**src/rtl/disp_source_scan_pkg.sv**
```systemverilog
// Shared display constants: reset pattern, CPU channel index, default scaling mask.
// Latency: n/a (constants and a combinational helper only).
// Backpressure: n/a.
package disp_defs;

  localparam logic [31:0] DISP_RESET_VAL  = 32'hAA55_55AA;
  localparam int          CH_CPU          = 0;
  // ch1 carries the PC byte address; showing it >>2 gives the word address
  localparam logic [7:0]  DISP_SHIFT_MASK = 8'b0000_0010;

  // Quarter-scale a word: logical shift right by two, zero fill
  function automatic logic [31:0] scale4(input logic [31:0] w);
    return {2'b00, w[31:2]};
  endfunction

endpackage

```
**src/rtl/disp_scan_timer.sv**
```systemverilog
// Channel sequencer: follows switches, or auto-rotates every SCAN_DIV cycles.
// Latency: test_sel -> cur_sel in 1 cycle; sel_changed registered alongside cur_sel.
// Backpressure: none; freeze holds the scan position and counter while scanning.
module disp_scan_timer
  import disp_defs::*;
#(
  parameter int SELW     = 3,
  parameter int SCAN_DIV = 50_000_000
) (
  input  logic            clk,
  input  logic            rst,
  input  logic            scan_en,
  input  logic            freeze,
  input  logic [SELW-1:0] test_sel,
  output logic [SELW-1:0] cur_sel,
  output logic            sel_changed
);

  localparam int CW = $clog2(SCAN_DIV);
  localparam logic [CW-1:0] CNT_LAST = CW'(SCAN_DIV - 1);

  logic [CW-1:0]   scan_cnt;
  logic [CW-1:0]   cnt_nxt;
  logic [SELW-1:0] sel_nxt;

  // Next select/count: manual follow ignores freeze; auto-scan advances on counter wrap
  always_comb begin
    sel_nxt = cur_sel;
    cnt_nxt = scan_cnt;
    if (!scan_en) begin
      sel_nxt = test_sel;
      cnt_nxt = '0;
    end else if (!freeze) begin
      if (scan_cnt == CNT_LAST) begin
        cnt_nxt = '0;
        sel_nxt = cur_sel + SELW'(1);
      end else begin
        cnt_nxt = scan_cnt + CW'(1);
      end
    end
  end

  // Register select, counter and change pulse; pulse is high while cur_sel shows a new value
  always_ff @(posedge clk) begin
    if (rst) begin
      cur_sel     <= '0;
      scan_cnt    <= '0;
      sel_changed <= 1'b0;
    end else begin
      cur_sel     <= sel_nxt;
      scan_cnt    <= cnt_nxt;
      sel_changed <= (sel_nxt != cur_sel);
    end
  end

endmodule

```
**src/rtl/disp_source_scan.sv**
```systemverilog
// Display-source selector: CPU latch or debug channels onto disp_num, with scaling and freeze.
// Latency: select -> disp_num 2 cycles; channel data / CPU bypass -> disp_num 1 cycle.
// Backpressure: none; freeze holds disp_num, CPU writes are always accepted.
module disp_source_scan
  import disp_defs::*;
#(
  parameter int                  DW         = 32,
  parameter int                  SELW       = 3,
  parameter logic [DW-1:0]       RESET_VAL  = DISP_RESET_VAL,
  parameter int                  SCAN_DIV   = 50_000_000,
  parameter logic [2**SELW-1:0]  SHIFT_MASK = DISP_SHIFT_MASK
) (
  input  logic                     clk,
  input  logic                     rst,
  input  logic                     cpu_we,
  input  logic [DW-1:0]            cpu_data,
  input  logic [SELW-1:0]          test_sel,
  input  logic                     scan_en,
  input  logic                     freeze,
  input  logic [(2**SELW-1)*DW-1:0] ch_data,
  output logic [DW-1:0]            disp_num,
  output logic [SELW-1:0]          cur_sel,
  output logic                     sel_changed,
  output logic                     cpu_dirty
);

  localparam int NCH = 2**SELW;
  localparam logic [SELW-1:0] SEL_CPU = SELW'(CH_CPU);

  logic [DW-1:0] cpu_latch;
  logic [DW-1:0] words [NCH];
  logic          cpu_shown;

  disp_scan_timer #(
    .SELW     (SELW),
    .SCAN_DIV (SCAN_DIV)
  ) u_timer (
    .clk         (clk),
    .rst         (rst),
    .scan_en     (scan_en),
    .freeze      (freeze),
    .test_sel    (test_sel),
    .cur_sel     (cur_sel),
    .sel_changed (sel_changed)
  );

  // ch0 bypasses the latch on a write so the new value shows one edge later
  assign words[0] = cpu_we ? cpu_data : cpu_latch;

  for (genvar k = 1; k < NCH; k++) begin : g_ch
    logic [DW-1:0] raw;
    assign raw      = ch_data[k*DW-1 -: DW];
    assign words[k] = SHIFT_MASK[k] ? {2'b00, raw[DW-1:2]} : raw;
  end

  assign cpu_shown = (cur_sel == SEL_CPU) && !freeze;

  // CPU latch captures every store regardless of what is displayed
  always_ff @(posedge clk) begin
    if (rst)         cpu_latch <= RESET_VAL;
    else if (cpu_we) cpu_latch <= cpu_data;
  end

  // Output register: selected word, held while frozen
  always_ff @(posedge clk) begin
    if (rst)          disp_num <= RESET_VAL;
    else if (!freeze) disp_num <= words[cur_sel];
  end

  // Dirty flag: store to a hidden latch sets it, showing the latch clears it (clear wins)
  always_ff @(posedge clk) begin
    if (rst)                                 cpu_dirty <= 1'b0;
    else if (cpu_shown)                      cpu_dirty <= 1'b0;
    else if (cpu_we && cur_sel != SEL_CPU)   cpu_dirty <= 1'b1;
  end

endmodule

```
**config.mk**
```make
export PLATFORM = sky130hd
export DESIGN_NAME = disp_source_scan
export DESIGN_NICKNAME = d
export VERILOG_FILES = /design/src/rtl/disp_source_scan_pkg.sv /design/src/rtl/disp_scan_timer.sv /design/src/rtl/disp_source_scan.sv
export SDC_FILE = /design/constraint.sdc
export NUM_CORES = 1
export LEC_CHECK = 0
export CORE_MARGIN = 3
export CORE_UTILIZATION = 40
export DETAILED_ROUTE_END_ITERATION = 7
export GPL_TIMING_DRIVEN = 0
export PLACE_DENSITY = 0.82
export SETUP_SLACK_MARGIN = 0.02
export SLEW_MARGIN = 0
export SYNTH_ARGS = -nofsm -noshare
export SYNTH_HDL_FRONTEND = slang
export SYNTH_SLANG_ARGS = --single-unit
```
**constraint.sdc**
```tcl
create_clock -name clk -period 5.35 [get_ports clk]
set_clock_uncertainty 0.15 [all_clocks]
set_input_delay 0.8025 -clock clk [delete_from_list [all_inputs] [get_ports clk]]
set_output_delay 0.8025 -clock clk [all_outputs]
set_load 0.1 [all_outputs]
```
==> results.yml, run 1 <==
status:
  status: "finished, final reports clean"
cts:
  cts_setup_buffers: 0
  numCtsBuffers: 9
  clk_pin_slew_worst_paths_ns: 0.07
  clk_path_buf_depth: 2
  clockRootBuffer: "clkbuf_16"
  clock_sinks: 95
  tritoncts: "yes"
  cts_hold_buf: 0
  insertion_delay_ns: 0.35
  cts_resized: 0
  cts-htree-levels: 3
power_and_ir_drop:
  powerDensity_nw_per_um2: 236.7
  p_leak_uw: 0.003129
  ir_drop_v: 0.0001387
placed_design:
  port_buffers: 296
  gp_congestion: 0.8688
  hpwlAfterDp_um: 18080
drt:
  vias: 5802
  viasPerCell: 5.773
  antenna_left: 0
  drtIter0Drc: 471
  drt-pass1-iter-count: 5
  wl_per_cell_um: 22.73
  drc: 0
  wirelength_um: 22850
global_route:
  grt_pass1_wl_um: 32890
  overflow: 0
  grt_pass1_vias: 6078
  grt_usage_pct: 28.79
  grt_max_degree: 17
  antenna_found_initial: 1
synthesis:
  avgSynthCellArea_um2: 10.64
  ys_seq_area_share_pct: 34.62
  synthFlopType: "dfxtp_1"
  syn-num-nets: 783
  synth_edf_count: 0
  ys_ff_latch: 95
  async_reset_ff_share_pct: 0
  synth.cell_area_um2: 5493
  netlist_instances: 516
  synth_warnings: 0
  ys_types: 48
finish:
  area_delta_synth_final_pct: 63.17
  drive_gt1_share_pct: 14.37
  final_nets: 1090
  final_cell_mix: "clkdlybuf4s50_1 (296), dfxtp_1 (95), mux4_2 (62)"
  fillCellCount: 1012
  final_util_pct: 67.14
  final_common_cell: "clkdlybuf4s50_1"
  seqCellArea_um2: 1902
  multi_input_area_um2: 3385
setup_path:
  cp.required_ns: 5.40
  cp-startpoint: "u_timer.cur_sel[1]$_SDFF_PP0_"
  start_kind: "register"
  reg2reg_to: "disp_num[9]$_SDFFE_PP0N_"
  cp-end-kind: "register"
  regToRegStartpoint: "u_timer.cur_sel[1]$_SDFF_PP0_"
  cp.arrival_ns: 3.01
  worstSetupPathType: "register to register"
  ff2ff_path_depth: 6
  crit_fanout: 10
  reg2reg_slack_ns: 2.38
die:
  die_w_um: 123.2
  start_util_pct: 41.15
  die-area_um2: 15170
  core-area_um2: 13350
  die_h_um: 123.2
  num_rows: 42
  ios: 301
sta:
  period_share_pct: 55.43
  worstMarginPinSlew_ns: 1.128
  rsz0062_at_grt: "no"
  drv_slew: 0
  hold_viol: 0
  min_period_ns: 2.966
  setup_tns_ns: 0
  fmax_ghz: 0.3372
  holdWs_ns: 0.3404
  setup_viol: 0
  max_slew_margin_pct: 24.81
hold_path:
  holdCritStartpoint: "cpu_latch[31]$_SDFF_PP1_"
  worst_hold_path_type: "register to register"
  hold_depth: 2
  hold_path_end: "cpu_latch[31]$_SDFF_PP1_"
flow_run:
  maxCapViolations: 0
==> worst max path at each step <==
stage,to,slack (ns),cells after the start
after floorplan,u_timer.cur_sel[1]$_SDFF_PP0_,2.43,6
after global placement,disp_num[19]$_SDFFE_PP0N_,2.31,6
after detailed placement,disp_num[16]$_SDFFE_PP1N_,2.21,6
after CTS,disp_num[9]$_SDFFE_PP0N_,2.39,6
after global routing,disp_num[9]$_SDFFE_PP0N_,2.23,6
final,disp_num[9]$_SDFFE_PP0N_,2.38,6
==> flip-flops by register name, indices dropped and copies added (netlist names) <==
name and count:
cpu_dirty 1, u_timer.scan_cnt 26, disp_num 32, u_timer.cur_sel 3, u_timer.sel_changed 1, cpu_latch 32
==> worst max-delay path, stage by stage (launching register included) <==
cell and delay [ns]:
dfxtp_1 0.37, clkbuf_1 0.29, buf_1 0.60, clkbuf_1 0.67
mux4_2 0.44, o22ai_1 0.19, nor3_1 0.08
==> through the flow <==
stage / cell area, µm² / setup WS (ns) / total power [µW] / instances
floorplan: 5493 / 2.435 / 1193 / 516
global placement: 8676 / 2.309 / 1492 / 988
detailed placement: 8676 / 2.213 / 1505 / 988
CTS: 8960 / 2.394 / 2127 / 1004
global route: 8962 / 2.235 / 2198 / 1005
finish: 8962 / 2.384 / 2121 / 1005
==> cells in the mapped netlist (2+ instances only) <==
| master | number | area [µm²] |
|---|---|---|
| nand3_1 | 9 | 45.04 |
| nand2b_1 | 16 | 100.1 |
| o31ai_1 | 4 | 30.03 |
| and4_1 | 2 | 17.52 |
| a21oi_1 | 15 | 75.07 |
| nor3_1 | 17 | 85.08 |
| a211oi_1 | 3 | 22.52 |
| o211ai_1 | 2 | 15.01 |
| dfxtp_1 | 95 | 1902 |
| o22ai_1 | 30 | 187.7 |
| mux2_2 | 30 | 337.8 |
| or4_1 | 4 | 30.03 |
| nand3b_1 | 2 | 15.01 |
| buf_1 | 9 | 33.78 |
| ha_1 | 3 | 37.54 |
| buf_4 | 3 | 22.52 |
| nor2_1 | 47 | 176.4 |
| nand2_1 | 11 | 41.29 |
| or4b_1 | 2 | 20.02 |
| nor2b_1 | 3 | 18.77 |
| o21ai_0 | 29 | 145.1 |
| buf_2 | 3 | 15.01 |
| inv_1 | 4 | 15.01 |
| nand4_1 | 10 | 62.56 |
| mux4_2 | 62 | 1396 |
| and2_1 | 17 | 106.4 |
| xor2_1 | 9 | 78.83 |
| and3b_1 | 2 | 17.52 |
| and3_1 | 5 | 31.28 |
| xnor2_1 | 6 | 52.55 |
| mux2i_1 | 5 | 50.05 |
| clkbuf_1 | 31 | 116.4 |
| or3_1 | 11 | 68.82 |
==> per-layer routing <==
metal  track usage (%)  share of wire [%]  vias up
li1                  -                  -     2581
met1             33.31                 36     2807
met2             48.86                 50      341
met3             8.600                 10       73
met4             13.49                4.5        0
met5                 0                  0        -
==> layout make-up <==
class | instances | area share [%]
multi-input cells | 370 | 37.76
flip-flops and latches | 95 | 21.22
diodes | 1 | 0.02792
plain buffers | 46 | 2.094
repair buffers | 296 | 33.06
inverters | 5 | 0.2094
well taps | 176 | 2.457
clock buffers | 10 | 2.666
clock inverters | 6 | 0.5026
==> report_power, final <==
part	total, µW	internal, µW	switching, µW	leakage, µW
registers	768	747	20.3	0.000781
logic	728	356	372	0.00222
clock network	626	330	296	0.000131
total	2120	1430	688	0.00313
==> cell families (layout without fill, tap and decap cells) <==
| logic type | count (synthesis) | count (layout) | synth area share, % |
|---|---|---|---|
| buf+inv | 51 | 363 | 3.758 |
| flops | 95 | 95 | 34.62 |
| other cells | 0 | 1 | 0 |
| mux | 97 | 97 | 32.48 |
| fa+ha+maj | 3 | 3 | 0.6834 |
| xor+xnor | 15 | 15 | 2.392 |
| simple gates | 167 | 167 | 16.58 |
| compound gates | 88 | 88 | 9.476 |
(Power assumes the default switching activity.)
==> run 2: changes to the inputs <==
--- a/config.mk
+++ b/config.mk
@@ -6,10 +6,10 @@
 export NUM_CORES = 1
 export LEC_CHECK = 0
 export CORE_MARGIN = 3
-export CORE_UTILIZATION = 40
+export CORE_UTILIZATION = 36
 export DETAILED_ROUTE_END_ITERATION = 7
 export GPL_TIMING_DRIVEN = 0
-export PLACE_DENSITY = 0.82
+export PLACE_DENSITY = 0.78
 export SETUP_SLACK_MARGIN = 0.02
 export SLEW_MARGIN = 0
 export SYNTH_ARGS = -nofsm -noshare
==> constraint.sdc (replaced) <==
create_clock -name clk -period 2.7 [get_ports clk]
set_clock_uncertainty 0.15 [all_clocks]
set_input_delay 0.405 -clock clk [delete_from_list [all_inputs] [get_ports clk]]
set_output_delay 0.405 -clock clk [all_outputs]
set_load 0.1 [all_outputs]
==> run 2 against run 1 <==
Against the previous run: first-iteration DRC count is 12% lower; setup slack got worse by 2.2 ns; clock power increased by 130%; cell area is 0.68% higher; sequential power up 98%; largest power group unchanged.
==> results.yml, run 2 (same netlist as run 1, synthesis figures left out) <==
status:
  status: "finished, final reports clean"
setup_path:
  cp.arrival_ns: 2.56
  start_kind: "register"
  reg2reg_slack_ns: 0.22
  worstSetupPathType: "register to register"
  cp_num_buf_inv: 2
  path_cells: "ha_1 > and3b_1 > buf_4 > nand4_1 > o211ai_1 > clkbuf_1 > nor2_1"
  crit_path_end: "u_timer.scan_cnt[2]$_SDFFE_PP0N_"
  cp-startpoint: "u_timer.scan_cnt[0]$_SDFFE_PP0N_"
  crit_slowest_cell: "o211ai_1"
  crit_fanout: 10
  ff2ff_path_depth: 7
  crit_cells: 7
  cp-end-kind: "register"
  cpPeakStageDelay_ns: 0.64
  cp.required_ns: 2.78
  regToRegStartpoint: "u_timer.scan_cnt[0]$_SDFFE_PP0N_"
  reg2reg_to: "u_timer.scan_cnt[2]$_SDFFE_PP0N_"
  cp_top_family: "compound AO/OA/AOI/OAI gates"
sta:
  period_share_pct: 91.89
  setup_viol: 0
  hold_viol: 0
  drv_slew: 0
  fmax_ghz: 0.4031
  min_period_ns: 2.481
  worstMarginPinSlew_ns: 1.055
  rsz0062_at_grt: "no"
  max_slew_margin_pct: 29.47
die:
  die_h_um: 129.5
  die_w_um: 129.5
  ios: 301
  start_util_pct: 37.23
  core-area_um2: 14750
  die-area_um2: 16780
  num_rows: 44
placed_design:
  port_buffers: 296
  dpl.cell_count: 996
  hpwlAfterDp_um: 17470
  gp_congestion: 0.8727
drt:
  drt-pass1-iter-count: 4
  wl_per_cell_um: 21.33
  drtIter0Drc: 413
  antenna_left: 0
  vias: 5616
  drc: 0
  wirelength_um: 21590
  viasPerCell: 5.549
global_route:
  overflow: 0
  grt_pass1_wl_um: 30770
  grt_max_degree: 17
  grt_pass1_vias: 5435
  antenna_found_initial: 2
  grt_usage_pct: 24.64
cts:
  clockRootBuffer: "clkbuf_16"
  cts_setup_buffers: 0
  clk_path_buf_depth: 2
  insertion_delay_ns: 0.35
  tritoncts: "yes"
  cts_hold_buf: 0
  cts-htree-levels: 3
  numCtsBuffers: 9
  cts_resized: 2
  clk_pin_slew_worst_paths_ns: 0.07
  clock_sinks: 95
finish:
  instances_no_fill: 1012
  fillCellCount: 1212
  top_regs: "cpu_latch x32, disp_num x32, u_timer.scan_cnt x26"
  final_cell_mix: "clkdlybuf4s50_1 (296), dfxtp_1 (93), mux4_2 (62)"
  final_nets: 1090
  final_util_pct: 61.16
  diodes: 0
  final_common_cell: "clkdlybuf4s50_1"
  area_delta_synth_final_pct: 64.28
  drive_gt1_share_pct: 14.98
power_and_ir_drop:
  p_leak_uw: 0.003164
  power_uw: 4374
  ir_drop_v: 0.0003550
  powerDensity_nw_per_um2: 484.8
hold_path:
  hold_depth: 2
  worst_hold_path_type: "register to register"
flow_run:
  maxCapViolations: 0
-- run 2: changes by cell type in the layout (fill, tap and decap cells not counted), sizes merged --
cell | before | now
clkinv | 3 | 2
diode | 1 | 0
bufinv | 0 | 2
clkinvlp | 3 | 2
-- run 2: tightest hold or removal path, delay by kind of cell, from the launching register on --
family          cells  cell delay [ns]
compound gates      2             0.12
flops               1             0.31
-- run 2: area by class of cell --
type | count | area [µm²] | share of cell area (%)
Buffer | 46 | 191.4 | 2.121
Tap cell | 184 | 230.2 | 2.551
Timing Repair Buffer | 296 | 2963 | 32.83
Multi-Input combinational cell | 370 | 3385 | 37.51
Clock buffer | 10 | 239.0 | 2.648
Inverter | 5 | 18.77 | 0.2080
Sequential cell | 95 | 1904 | 21.10
Clock inverter | 6 | 92.59 | 1.026
-- run 2: per-stage QoR --
stage | hold slack, ns | setup TNS [ns] | instance area [µm²] | worst slack (ns)
4_1_cts | 0.3250 | 0 | 9022 | 0.1373
2_1_floorplan | 0.2889 | 0 | 5495 | 0.1338
3_5_place_dp | 0.3116 | -0.9646 | 8688 | -0.1366
6_report | 0.3230 | 0 | 9024 | 0.2190
5_1_grt | 0.3598 | 0 | 9024 | 0.03248
3_3_place_gp | 0.3050 | -0.4310 | 8688 | -0.08143
-- run 2: power by group --
group,leakage (µW),switching [µW],internal [µW]
clock,0.000155,583,842
combinational,0.00223,726,705
sequential,0.000781,37.9,1480
total,0.00316,1350,3030
-- run 2: worst min path at each step --
| stage | to | slack [ns] | from |
|---|---|---|---|
| 2_1_floorplan | cpu_latch[31]$_SDFF_PP1_ | 0.29 | cpu_latch[31]$_SDFF_PP1_ |
| 3_3_place_gp | cpu_dirty$_SDFFE_PP0P_ | 0.31 | cpu_dirty$_SDFFE_PP0P_ |
| 3_5_place_dp | cpu_latch[31]$_SDFF_PP1_ | 0.31 | cpu_latch[31]$_SDFF_PP1_ |
| 4_1_cts | cpu_dirty$_SDFFE_PP0P_ | 0.32 | cpu_dirty$_SDFFE_PP0P_ |
| 5_1_grt | cpu_dirty$_SDFFE_PP0P_ | 0.36 | cpu_dirty$_SDFFE_PP0P_ |
| 6_report | cpu_dirty$_SDFFE_PP0P_ | 0.32 | cpu_dirty$_SDFFE_PP0P_ |
-- run 2: routing by layer --
layer	vias to the layer above	global-route usage [%]	part of all wire, %
met2	294	40.49	48
li1	2584	-	-
met3	57	8.533	9.3
met5	-	0	0.13
met4	4	10.33	3.8
met1	2677	29.55	39
